## config.mk

```make
export PLATFORM = sky130hd
export DESIGN_NAME = retire_trace_buf
export DESIGN_NICKNAME = d
export VERILOG_FILES = /design/src/rtl/retire_trace_buf.sv
export SDC_FILE = /design/constraint.sdc
export NUM_CORES = 1
export LEC_CHECK = 0
export ABC_AREA = 1
export BUFFER_PORTS_ARGS = -buffer_cell sky130_fd_sc_hd__buf_2
export CAP_MARGIN = 20
export CELL_PAD_IN_SITES_DETAIL_PLACEMENT = 0
export CELL_PAD_IN_SITES_GLOBAL_PLACEMENT = 1
export CORE_MARGIN = 2
export CORE_UTILIZATION = 52
export CTS_CLUSTER_SIZE = 40
export DETAILED_ROUTE_END_ITERATION = 16
export PLACE_DENSITY_LB_ADDON = 0.1
export SYNTH_ARGS = -nofsm -noshare
export SYNTH_HDL_FRONTEND = slang
export SYNTH_SLANG_ARGS = --single-unit
```

## constraint.sdc

```tcl
create_clock -name clk -period 14.1 [get_ports clk]
set_input_delay 2.115 -clock clk [delete_from_list [all_inputs] [get_ports clk]]
set_output_delay 2.115 -clock clk [all_outputs]
set_load 0.05 [all_outputs]
```

## src/rtl/retire_trace_buf.sv

```systemverilog
// Retirement trace buffer: classifies, numbers and queues retired instructions.
// Optional build macro TRACE_FILTER_NOP_EN keeps NOP records out of the FIFO.
module retire_trace_buf #(
  parameter int DEPTH      = 8,
  parameter int MAX_CYCLES = 100000
) (
  input  logic        clk,
  input  logic        rst,
  input  logic [15:0] pc,
  input  logic        reg_write,
  input  logic [3:0]  write_reg,
  input  logic [15:0] write_data,
  input  logic        mem_read,
  input  logic        mem_write,
  input  logic [15:0] mem_addr,
  input  logic [15:0] mem_data,
  input  logic        hlt,
  output logic        trc_valid,
  input  logic        trc_ready,
  output logic [2:0]  trc_kind,
  output logic [31:0] trc_inum,
  output logic [15:0] trc_pc,
  output logic [3:0]  trc_reg,
  output logic [15:0] trc_addr,
  output logic [15:0] trc_value,
  output logic [31:0] inst_count,
  output logic [31:0] cycle_count,
  output logic        halted,
  output logic        timeout,
  output logic        overflow,
  output logic [15:0] drop_count
);

  localparam int AW = $clog2(DEPTH);
  localparam int CW = AW + 1;

  localparam logic [2:0] KIND_NOP   = 3'd0;
  localparam logic [2:0] KIND_REG   = 3'd1;
  localparam logic [2:0] KIND_LOAD  = 3'd2;
  localparam logic [2:0] KIND_STORE = 3'd3;
  localparam logic [2:0] KIND_HALT  = 3'd4;

  localparam logic [31:0] WDOG_LAST = 32'(MAX_CYCLES - 1);
  localparam logic [CW-1:0] FULL_CNT = CW'(DEPTH);
  localparam logic [15:0] DROP_MAX = 16'hFFFF;

  typedef struct packed {
    logic [2:0]  kind;
    logic [31:0] inum;
    logic [15:0] pc;
    logic [3:0]  regNum;
    logic [15:0] addr;
    logic [15:0] value;
  } traceRec_t;

  traceRec_t fifoMem [DEPTH];
  traceRec_t newRec;
  traceRec_t headRec;

  logic [AW-1:0] wrPtr;
  logic [AW-1:0] rdPtr;
  logic [CW-1:0] fifoCount;

  logic [31:0] instCount;
  logic [31:0] cycleCount;
  logic        haltedQ;
  logic        timeoutQ;
  logic        overflowQ;
  logic [15:0] dropCount;

  logic active;
  logic isLoad;
  logic isReg;
  logic isHalt;
  logic isStore;
  logic isNop;
  logic wantPush;
  logic doPush;
  logic doPop;
  logic doDrop;
  logic fifoFull;
  logic fifoValid;
  logic wdogHit;

  assign active = ~haltedQ & ~timeoutQ;

  // One-hot decode of the priority order LOAD > REG > HALT > STORE > NOP.
  assign isLoad  = reg_write & mem_read;
  assign isReg   = reg_write & ~mem_read;
  assign isHalt  = ~reg_write & hlt;
  assign isStore = ~reg_write & ~hlt & mem_write;
  assign isNop   = ~reg_write & ~hlt & ~mem_write;

  always_comb begin
    newRec      = '0;
    newRec.inum = instCount;
    newRec.pc   = pc;
    unique case (1'b1)
      isLoad: begin
        newRec.kind   = KIND_LOAD;
        newRec.regNum = write_reg;
        newRec.addr   = mem_addr;
        newRec.value  = write_data;
      end
      isReg: begin
        newRec.kind   = KIND_REG;
        newRec.regNum = write_reg;
        newRec.value  = write_data;
      end
      isHalt: begin
        newRec.kind = KIND_HALT;
      end
      isStore: begin
        newRec.kind  = KIND_STORE;
        newRec.addr  = mem_addr;
        newRec.value = mem_data;
      end
      default: begin
        newRec.kind = KIND_NOP;
      end
    endcase
  end

`ifdef TRACE_FILTER_NOP_EN
  assign wantPush = active & ~isNop;
`else
  assign wantPush = active;
`endif

  assign fifoValid = fifoCount != '0;
  assign fifoFull  = fifoCount == FULL_CNT;
  assign doPop     = fifoValid & trc_ready;
  // A full FIFO still takes a record when the head leaves in the same cycle.
  assign doPush    = wantPush & (~fifoFull | doPop);
  assign doDrop    = wantPush & ~doPush;
  assign wdogHit   = active & ~isHalt & (cycleCount == WDOG_LAST);

  always_ff @(posedge clk) begin
    if (rst) begin
      wrPtr     <= '0;
      rdPtr     <= '0;
      fifoCount <= '0;
    end else begin
      if (doPush) begin
        wrPtr <= wrPtr + AW'(1);
      end
      if (doPop) begin
        rdPtr <= rdPtr + AW'(1);
      end
      fifoCount <= fifoCount + CW'(doPush) - CW'(doPop);
    end
  end

  always_ff @(posedge clk) begin
    if (!rst && doPush) begin
      fifoMem[wrPtr] <= newRec;
    end
  end

  always_ff @(posedge clk) begin
    if (rst) begin
      instCount  <= '0;
      cycleCount <= '0;
    end else if (active) begin
      instCount  <= instCount + 32'd1;
      cycleCount <= cycleCount + 32'd1;
    end
  end

  always_ff @(posedge clk) begin
    if (rst) begin
      haltedQ  <= 1'b0;
      timeoutQ <= 1'b0;
    end else begin
      if (active && isHalt) begin
        haltedQ <= 1'b1;
      end
      if (wdogHit) begin
        timeoutQ <= 1'b1;
      end
    end
  end

  always_ff @(posedge clk) begin
    if (rst) begin
      overflowQ <= 1'b0;
      dropCount <= '0;
    end else if (doDrop) begin
      overflowQ <= 1'b1;
      if (dropCount != DROP_MAX) begin
        dropCount <= dropCount + 16'd1;
      end
    end
  end

  // Stale RAM contents never reach the port: fields read zero when empty.
  assign headRec = fifoMem[rdPtr];

  assign trc_valid = fifoValid;
  assign trc_kind  = fifoValid ? headRec.kind   : '0;
  assign trc_inum  = fifoValid ? headRec.inum   : '0;
  assign trc_pc    = fifoValid ? headRec.pc     : '0;
  assign trc_reg   = fifoValid ? headRec.regNum : '0;
  assign trc_addr  = fifoValid ? headRec.addr   : '0;
  assign trc_value = fifoValid ? headRec.value  : '0;

  assign inst_count  = instCount;
  assign cycle_count = cycleCount;
  assign halted      = haltedQ;
  assign timeout     = timeoutQ;
  assign overflow    = overflowQ;
  assign drop_count  = dropCount;

endmodule

```

==> results by group, run 1 <==
Run status
  – Outcome: finished, final reports clean

GRT
  – Aggregate global-route resource usage: 0.241
  – Largest net degree at the start of global routing: 220
  – Initial antenna violation count: 0
  – First-pass GRT wire length: 123000 um
  – Total gr overflow: 0
  – Vias in the first global route: 21400

Synth
  – Async SR Flop Fraction: 0
  – Yosys reg bits: 792
  – Post-synthesis sequential area ratio: 0.694
  – Syn_nets: 2942
  – Number of synthesized flops with an enable pin: 696
  – Yosys cell types: 41
  – Synth Cell Area: 32900 um^2
  – Yosys top cell area share: 0.636
  – Synth Flop Type: edfxtp_1
  – Syn Inst Count: 2855
  – Ys Warns: 0
  – Avg Cell Area, Syn: 11.5 um^2
  – Largest area contributor in the netlist: edfxtp_1
  – Synth area leaders: edfxtp_1, nor2_1, dfxtp_1

Detailed routing
  – DR WL/cell: 20.2 um
  – DRC viols: 0
  – Final antenna-violating net count: 0
  – Vias: 22000
  – Drt pass-1 iters: 5
  – DR iter-0 viols: 1811
  – Final wirelength: 79600 um
  – Vias per Instance: 5.57

STA
  – Final Hold Viols: 0
  – Worst max-slew margin expressed relative to the limit: 0.199
  – Post-route setup TNS: 0 ns
  – Clock Skew: 0.0194 ns
  – RSZ-0062 raised after global routing: no
  – Worst-Margin Slew: 1.20 ns
  – Final setup fails: 0
  – Period utilisation layout: 0.503
  – Minimum clock period: 7.09 ns
  – Final number of max-transition violations: 0
  – Max Clk Rate: 0.141 GHz

Pwr
  – Net Sw Power: 2.53 mW
  – Clock power share: 0.306
  – Tot Pwr: 6.96 mW
  – PD cells: 187 nW/um^2
  – Peak supply drop: 0.000130 V
  – Flop pwr share: 0.399
  – Combinational power share: 0.295
  – Switch share: 0.363
  – P_int: 4.43 mW
  – Leakage: 13.3 nW

Clock tree
  – TritonCTS clock tree: yes
  – Clock Path Buffers: 3
  – CTS sink count: 792
  – PostCTS Resize Cnt: 0
  – Worst-path clk slew: 0.07 ns
  – Post-CTS setup buffers: 0
  – Clock root buffer: clkbuf_16
  – Worst-Skew Late Latency: 0.62 ns
  – CTS buffer count: 83
  – CTS HTree Levels: 3
  – # hold bufs at CTS: 0

Setup path
  – Worst-path fanout max: 96
  – CP arrival: 4.97 ns
  – Startpoint types: flop
  – Worst r2r path cells: 6
  – Req. time, crit path: 11.98 ns
  – CP Class: reg2out
  – Crit end category: output port

Floorplanning
  – Die area: 65300 um^2
  – Starting Density: 0.523
  – Num rows: 92
  – IO Count: 246
  – Die Y: 255 um
  – Core Area: 62900 um^2
  – Die width: 255 um

Final layout
  – Area Overhead vs Synth: 13.0%
  – Final Util: 0.591
  – Final #Nets: 3118
  – Antenna diodes: 0
  – Post-route cell area: 37200 um^2
  – Layout cell share with drive strength beyond 1: 0.140

Min path
  – Min-delay worst type: reg2reg
  – Hold Path Stages: 2

Place
  – Area post-placement: 34400 um^2
  – Buffers on Ports: 245
  – Placer Congestion: 0.799
  – Detailed Place HPWL: 42500 um

Job
  – Max-cap violations: 0
==> metal layers <==
layer / up-vias / GRT usage / part of all wire
met5: - / 0 / 0
met4: 0 / 0.0658 / 0.021
met3: 116 / 0.0350 / 0.055
met2: 642 / 0.407 / 0.49
met1: 10800 / 0.327 / 0.43
li1: 10400 / - / -
==> cell usage after synthesis (all sizes together) (16+ instances only) <==
library cell / n
nor2: 704
edfxtp: 696
o21ai: 462
nand2: 192
inv: 122
buf: 109
dfxtp: 96
mux2i: 87
o22ai: 87
clkbuf: 76
nand3: 68
a21oi: 53
nand4: 28
nor3: 19
a22o: 16
==> final cells by class <==
| class | count | area (um^2) |
|---|---|---|
| well taps | 846 | 1060 |
| repair buffers | 276 | 1510 |
| multi-input cells | 1755 | 8630 |
| clock buffers | 107 | 2240 |
| fillers | 5144 | 25700 |
| inverters | 123 | 468 |
| clock inverters | 48 | 432 |
| flip-flops and latches | 792 | 22800 |
==> final timing paths <==
path / from / endpoint / slack, ns
min reg2reg: overflow / overflow / 0.45
min: overflow / overflow / 0.45
max reg2reg: timeout / fifoMem[4][31] / 10.26
max: flop / trc_inum[15] / 7.01
==> registers in the layout, indices dropped and copies added, names as in the netlist, named ones only <==
| register | flops |
|---|---|
| cycle_count | 32 |
| drop_count | 16 |
| fifoCount | 4 |
| fifoMem | 696 |
| halted | 1 |
| inst_count | 32 |
| overflow | 1 |
| rdPtr | 3 |
| timeout | 1 |
| wrPtr | 3 |
==> worst max-delay path, stage by stage (launching register included) <==
cell,delay (ns)
dfxtp_4,0.84
buf_4,0.91
buf_4,0.41
buf_16,0.35
buf_4,0.61
o21ai_0,0.20
o21ai_0,0.21
o21ai_0,0.12
nor2_1,0.31
buf_2,0.33
==> cells in the final DEF, fill, tap and decap left out, types with 2 or more instances in the layout <==
cell / instances
edfxtp_1: 696
nor2_1: 684
o21ai_0: 371
buf_2: 245
nand2_1: 189
inv_1: 118
dfxtp_1: 93
o21ai_1: 91
mux2i_1: 87
o22ai_1: 87
clkbuf_16: 85
nand3_1: 66
a21oi_1: 53
nand4_1: 28
buf_4: 28
clkbuf_1: 19
nor3_1: 17
a22o_1: 16
clkinv_2: 16
clkinv_1: 15
ha_1: 11
nor2_2: 10
nor2_4: 10
xor2_1: 9
o21a_1: 6
clkinvlp_4: 6
bufinv_16: 6
xnor2_1: 5
inv_6: 4
dfxtp_4: 3
clkbuf_8: 3
nand2_4: 2
nor3_2: 2
inv_2: 2
nand3_2: 2
clkinv_8: 2
buf_16: 2
==> stage by stage <==
| stage | worst slack, ns | instances | hold WS, ns |
|---|---|---|---|
| 2_1_floorplan | 4.95 | 2855 | 0.433 |
| 3_3_place_gp | 7.43 | 3790 | 0.434 |
| 3_5_place_dp | 7.34 | 3790 | 0.446 |
| 4_1_cts | 6.63 | 3945 | 0.458 |
| 5_1_grt | 6.58 | 3947 | 0.470 |
| 6_report | 7.01 | 3947 | 0.454 |
==> power groups by stage <==
stage               clock (mW)  sequential, mW  combinational (mW)
floorplan                    0            2.81                1.55
global placement             0            2.82                2.03
detailed placement           0            2.83                2.05
CTS                       2.17            2.78                2.06
global route              2.26            2.79                2.22
finish                    2.13            2.78                2.06
==> kinds of logic (layout without fill, tap and decap cells) <==
family | count (synthesis) | in the layout | share of synthesized area
compound gates | 626 | 626 | 0.101
xor+xnor | 14 | 14 | 0.00373
simple gates | 1016 | 1016 | 0.124
fa+ha+maj | 12 | 12 | 0.00479
flops | 792 | 792 | 0.694
buf+inv | 308 | 554 | 0.0455
mux | 87 | 87 | 0.0265
Note: power is estimated with default switching activity, not from simulation.
==> run 2: changes to the inputs <==
--- a/config.mk
+++ b/config.mk
@@ -11,7 +11,7 @@
 export CELL_PAD_IN_SITES_DETAIL_PLACEMENT = 0
 export CELL_PAD_IN_SITES_GLOBAL_PLACEMENT = 1
 export CORE_MARGIN = 2
-export CORE_UTILIZATION = 52
+export CORE_UTILIZATION = 44
 export CTS_CLUSTER_SIZE = 40
 export DETAILED_ROUTE_END_ITERATION = 16
 export PLACE_DENSITY_LB_ADDON = 0.1
==> constraint.sdc (replaced) <==
create_clock -name clk -period 6.5 [get_ports clk]
set_input_delay 0.975 -clock clk [delete_from_list [all_inputs] [get_ports clk]]
set_output_delay 0.975 -clock clk [all_outputs]
set_load 0.05 [all_outputs]
==> run 2 against run 1 <==
Net effect:
- combinational power increased by 120%
- die area increased by 18%
- flip-flop and latch count did not move
- sequential power grew 120%
- design area rose by 0.45%
- total power up 120%
- count of clock-buffer cells in the layout is 1 higher
- worst setup slack worse by 5.2 ns
- via count decreased by 0.19%
- wire length grew 4.4%
- sequential share of layout area shrank 0.27 points
- critical endpoint is now trc_addr[0]
- largest power group unchanged
- highest routed layer is now met5
==> results by group, run 2 (synthesized netlist as in run 1, its figures left out) <==
Clock tree
  – Clock Path Buffers: 3 (unchanged)
  – PostCTS Resize Cnt: 0 (unchanged)
  – Worst-path clk slew: 0.06 ns (was 0.07 ns)
  – CTS HTree Levels: 3 (unchanged)
  – # hold bufs at CTS: 0 (unchanged)
  – TritonCTS clock tree: yes (unchanged)
  – Post-CTS setup buffers: 0 (unchanged)
  – Worst-Skew Late Latency: 0.63 ns (was 0.62 ns)
  – CTS sink count: 792 (unchanged)
  – Clock root buffer: clkbuf_16 (unchanged)
  – CTS buffer count: 83 (unchanged)

Final layout
  – Layout cell share with drive strength beyond 1: 0.139 (was 0.140)
  – Final Util: 0.503 (was 0.591)
  – Most frequent cells in the layout: edfxtp_1, nor2_1, o21ai_0 (unchanged)
  – Biggest register: fifoMem (unchanged)
  – Max reg flops: 696 (unchanged)
  – Commonest non-fill, non-tap cell in the layout: edfxtp_1 (unchanged)
  – Fillers: 6524 (was 5144)
  – Antenna diodes: 0 (unchanged)
  – Area Overhead vs Synth: 13.5% (was 13.0%)
  – Final #Nets: 3121 (was 3118)

Setup path
  – CP arrival: 3.73 ns (was 4.97 ns)
  – Worst-path fanout max: 204 (was 96)
  – R2R Setup Slk: 2.88 ns (was 10.26 ns)
  – Crit end category: output port (unchanged)
  – CP Class: reg2out (unchanged)
  – Req. time, crit path: 5.52 ns (was 11.98 ns)
  – Crit Reg-Reg Startpoint: fifoCount[2] (was timeout)
  – Worst r2r path cells: 10 (was 6)
  – Reg-to-Reg End: fifoMem[6][67] (was fifoMem[4][31])
  – Startpoint types: flop (unchanged)

STA
  – Worst Hold Slack: 0.463 ns (was 0.454 ns)
  – Final setup fails: 0 (unchanged)
  – Final number of max-transition violations: 0 (unchanged)
  – Minimum clock period: 4.70 ns
  – Worst-Margin Slew: 1.17 ns (was 1.20 ns)
  – Period utilisation layout: 0.724
  – Final Hold Viols: 0 (unchanged)
  – Post-route setup TNS: 0 ns (unchanged)
  – RSZ-0062 raised after global routing: no (unchanged)
  – Clock Skew: 0.0167 ns (was 0.0194 ns)
  – Max Clk Rate: 0.213 GHz
  – Worst max-slew margin expressed relative to the limit: 0.218 (was 0.199)

Job
  – Max-cap violations: 0 (unchanged)

Detailed routing
  – Vias per Instance: 5.39 (was 5.57)
  – Drt pass-1 iters: 7 (was 5)
  – Final antenna-violating net count: 0 (unchanged)
  – DR iter-0 viols: 1586 (was 1811)
  – DRC viols: 0 (unchanged)
  – DR WL/cell: 20.4 um (was 20.2 um)
  – Vias: 21900 (was 22000)
  – Final wirelength: 83100 um (was 79600 um)

Floorplanning
  – Core Area: 74200 um^2 (was 62900 um^2)
  – IO Count: 246 (unchanged)
  – Die Y: 277 um (was 255 um)
  – Num rows: 100 (was 92)
  – Die width: 277 um (was 255 um)
  – Die area: 76900 um^2 (was 65300 um^2)
  – Starting Density: 0.443 (was 0.523)

Min path
  – Min-delay worst type: reg2reg (unchanged)
  – Hold Path Stages: 2 (unchanged)
  – Hold wc startpoint: rdPtr[2] (was overflow)

Pwr
  – PD cells: 402 nW/um^2 (was 187 nW/um^2)
  – Leakage: 13.4 nW (was 13.3 nW)
  – Peak supply drop: 0.000231 V (was 0.000130 V)

GRT
  – Initial antenna violation count: 1 (was 0)
  – Aggregate global-route resource usage: 0.213 (was 0.241)
  – First-pass GRT wire length: 128000 um (was 123000 um)
  – Total gr overflow: 0 (unchanged)
  – Largest net degree at the start of global routing: 205 (was 220)
  – Vias in the first global route: 21500 (was 21400)

Place
  – Buffers on Ports: 245 (unchanged)
  – Detailed Place HPWL: 46400 um (was 42500 um)
  – Placer Congestion: 0.826 (was 0.799)

Run status
  – Outcome: finished, final reports clean (unchanged)
run 2: cell types whose count changed in the layout (fill, tap and decap cells not counted), moves of 2 or more:
| cell | previous run | this run |
|---|---|---|
| clkinv_8 | 2 | 0 |
| nor3_2 | 2 | 0 |
| bufinv_16 | 6 | 2 |
| clkinv_1 | 15 | 18 |
| clkbuf_1 | 19 | 16 |
| nor3_4 | 0 | 2 |
| clkbuf_8 | 3 | 5 |
| clkinv_2 | 16 | 13 |
| buf_12 | 1 | 7 |
| buf_4 | 28 | 26 |
| clkbuf_16 | 85 | 87 |
run 2: power breakdown:
part,internal [mW],switching (mW),leakage (nW)
Sequential,5.87,0.178,7.33
Combinational,1.06,3.39,4.76
Clock,2.58,1.94,1.26
run 2: per-stage QoR:
step	cell area, um^2	cells	total power [mW]	setup WS (ns)
floorplan	32900	2855	9.46	0.699
global placement	34700	3917	10.6	2.37
detailed placement	34700	3918	10.7	2.47
CTS	37300	4068	15.2	1.80
global route	37300	4068	15.8	1.49
finish	37300	4068	15.0	1.80
run 2: final cells by class:
type	instances	area, um^2	area share
sequential	792	22800	0.612
multi-input combinational	1755	8640	0.231
clock buffer	108	2310	0.0618
timing repair buffer	279	1590	0.0426
tap	969	1210	0.0325
inverter	123	470	0.0126
clock inverter	42	285	0.00764
run 2: worst max-delay path by stage:
stage	from	end	slack (ns)	cells after the start
floorplan	rst	fifoMem[7][0]	0.70	5
global placement	flop	trc_inum[11]	2.37	8
detailed placement	flop	trc_inum[11]	2.47	8
CTS	flop	trc_inum[11]	1.80	8
global route	flop	trc_inum[11]	1.49	8
finish	flop	trc_addr[0]	1.80	8
run 2: per-layer routing:
metal	up-vias	GRT usage	part of all wire
li1	10400	-	-
met1	10900	0.282	0.44
met2	509	0.362	0.49
met3	88	0.0407	0.055
met4	2	0.0535	0.016
met5	-	0	0.00016
run 2: critical path: stages (launching register included):
cell and delay [ns]:
dfxtp_4 0.87, buf_12 0.67, nor2_1 0.11, nor2_1 0.12, o21ai_0 0.10, o21ai_0 0.11, o21ai_0 0.10, nor2_1 0.34
buf_2 0.33
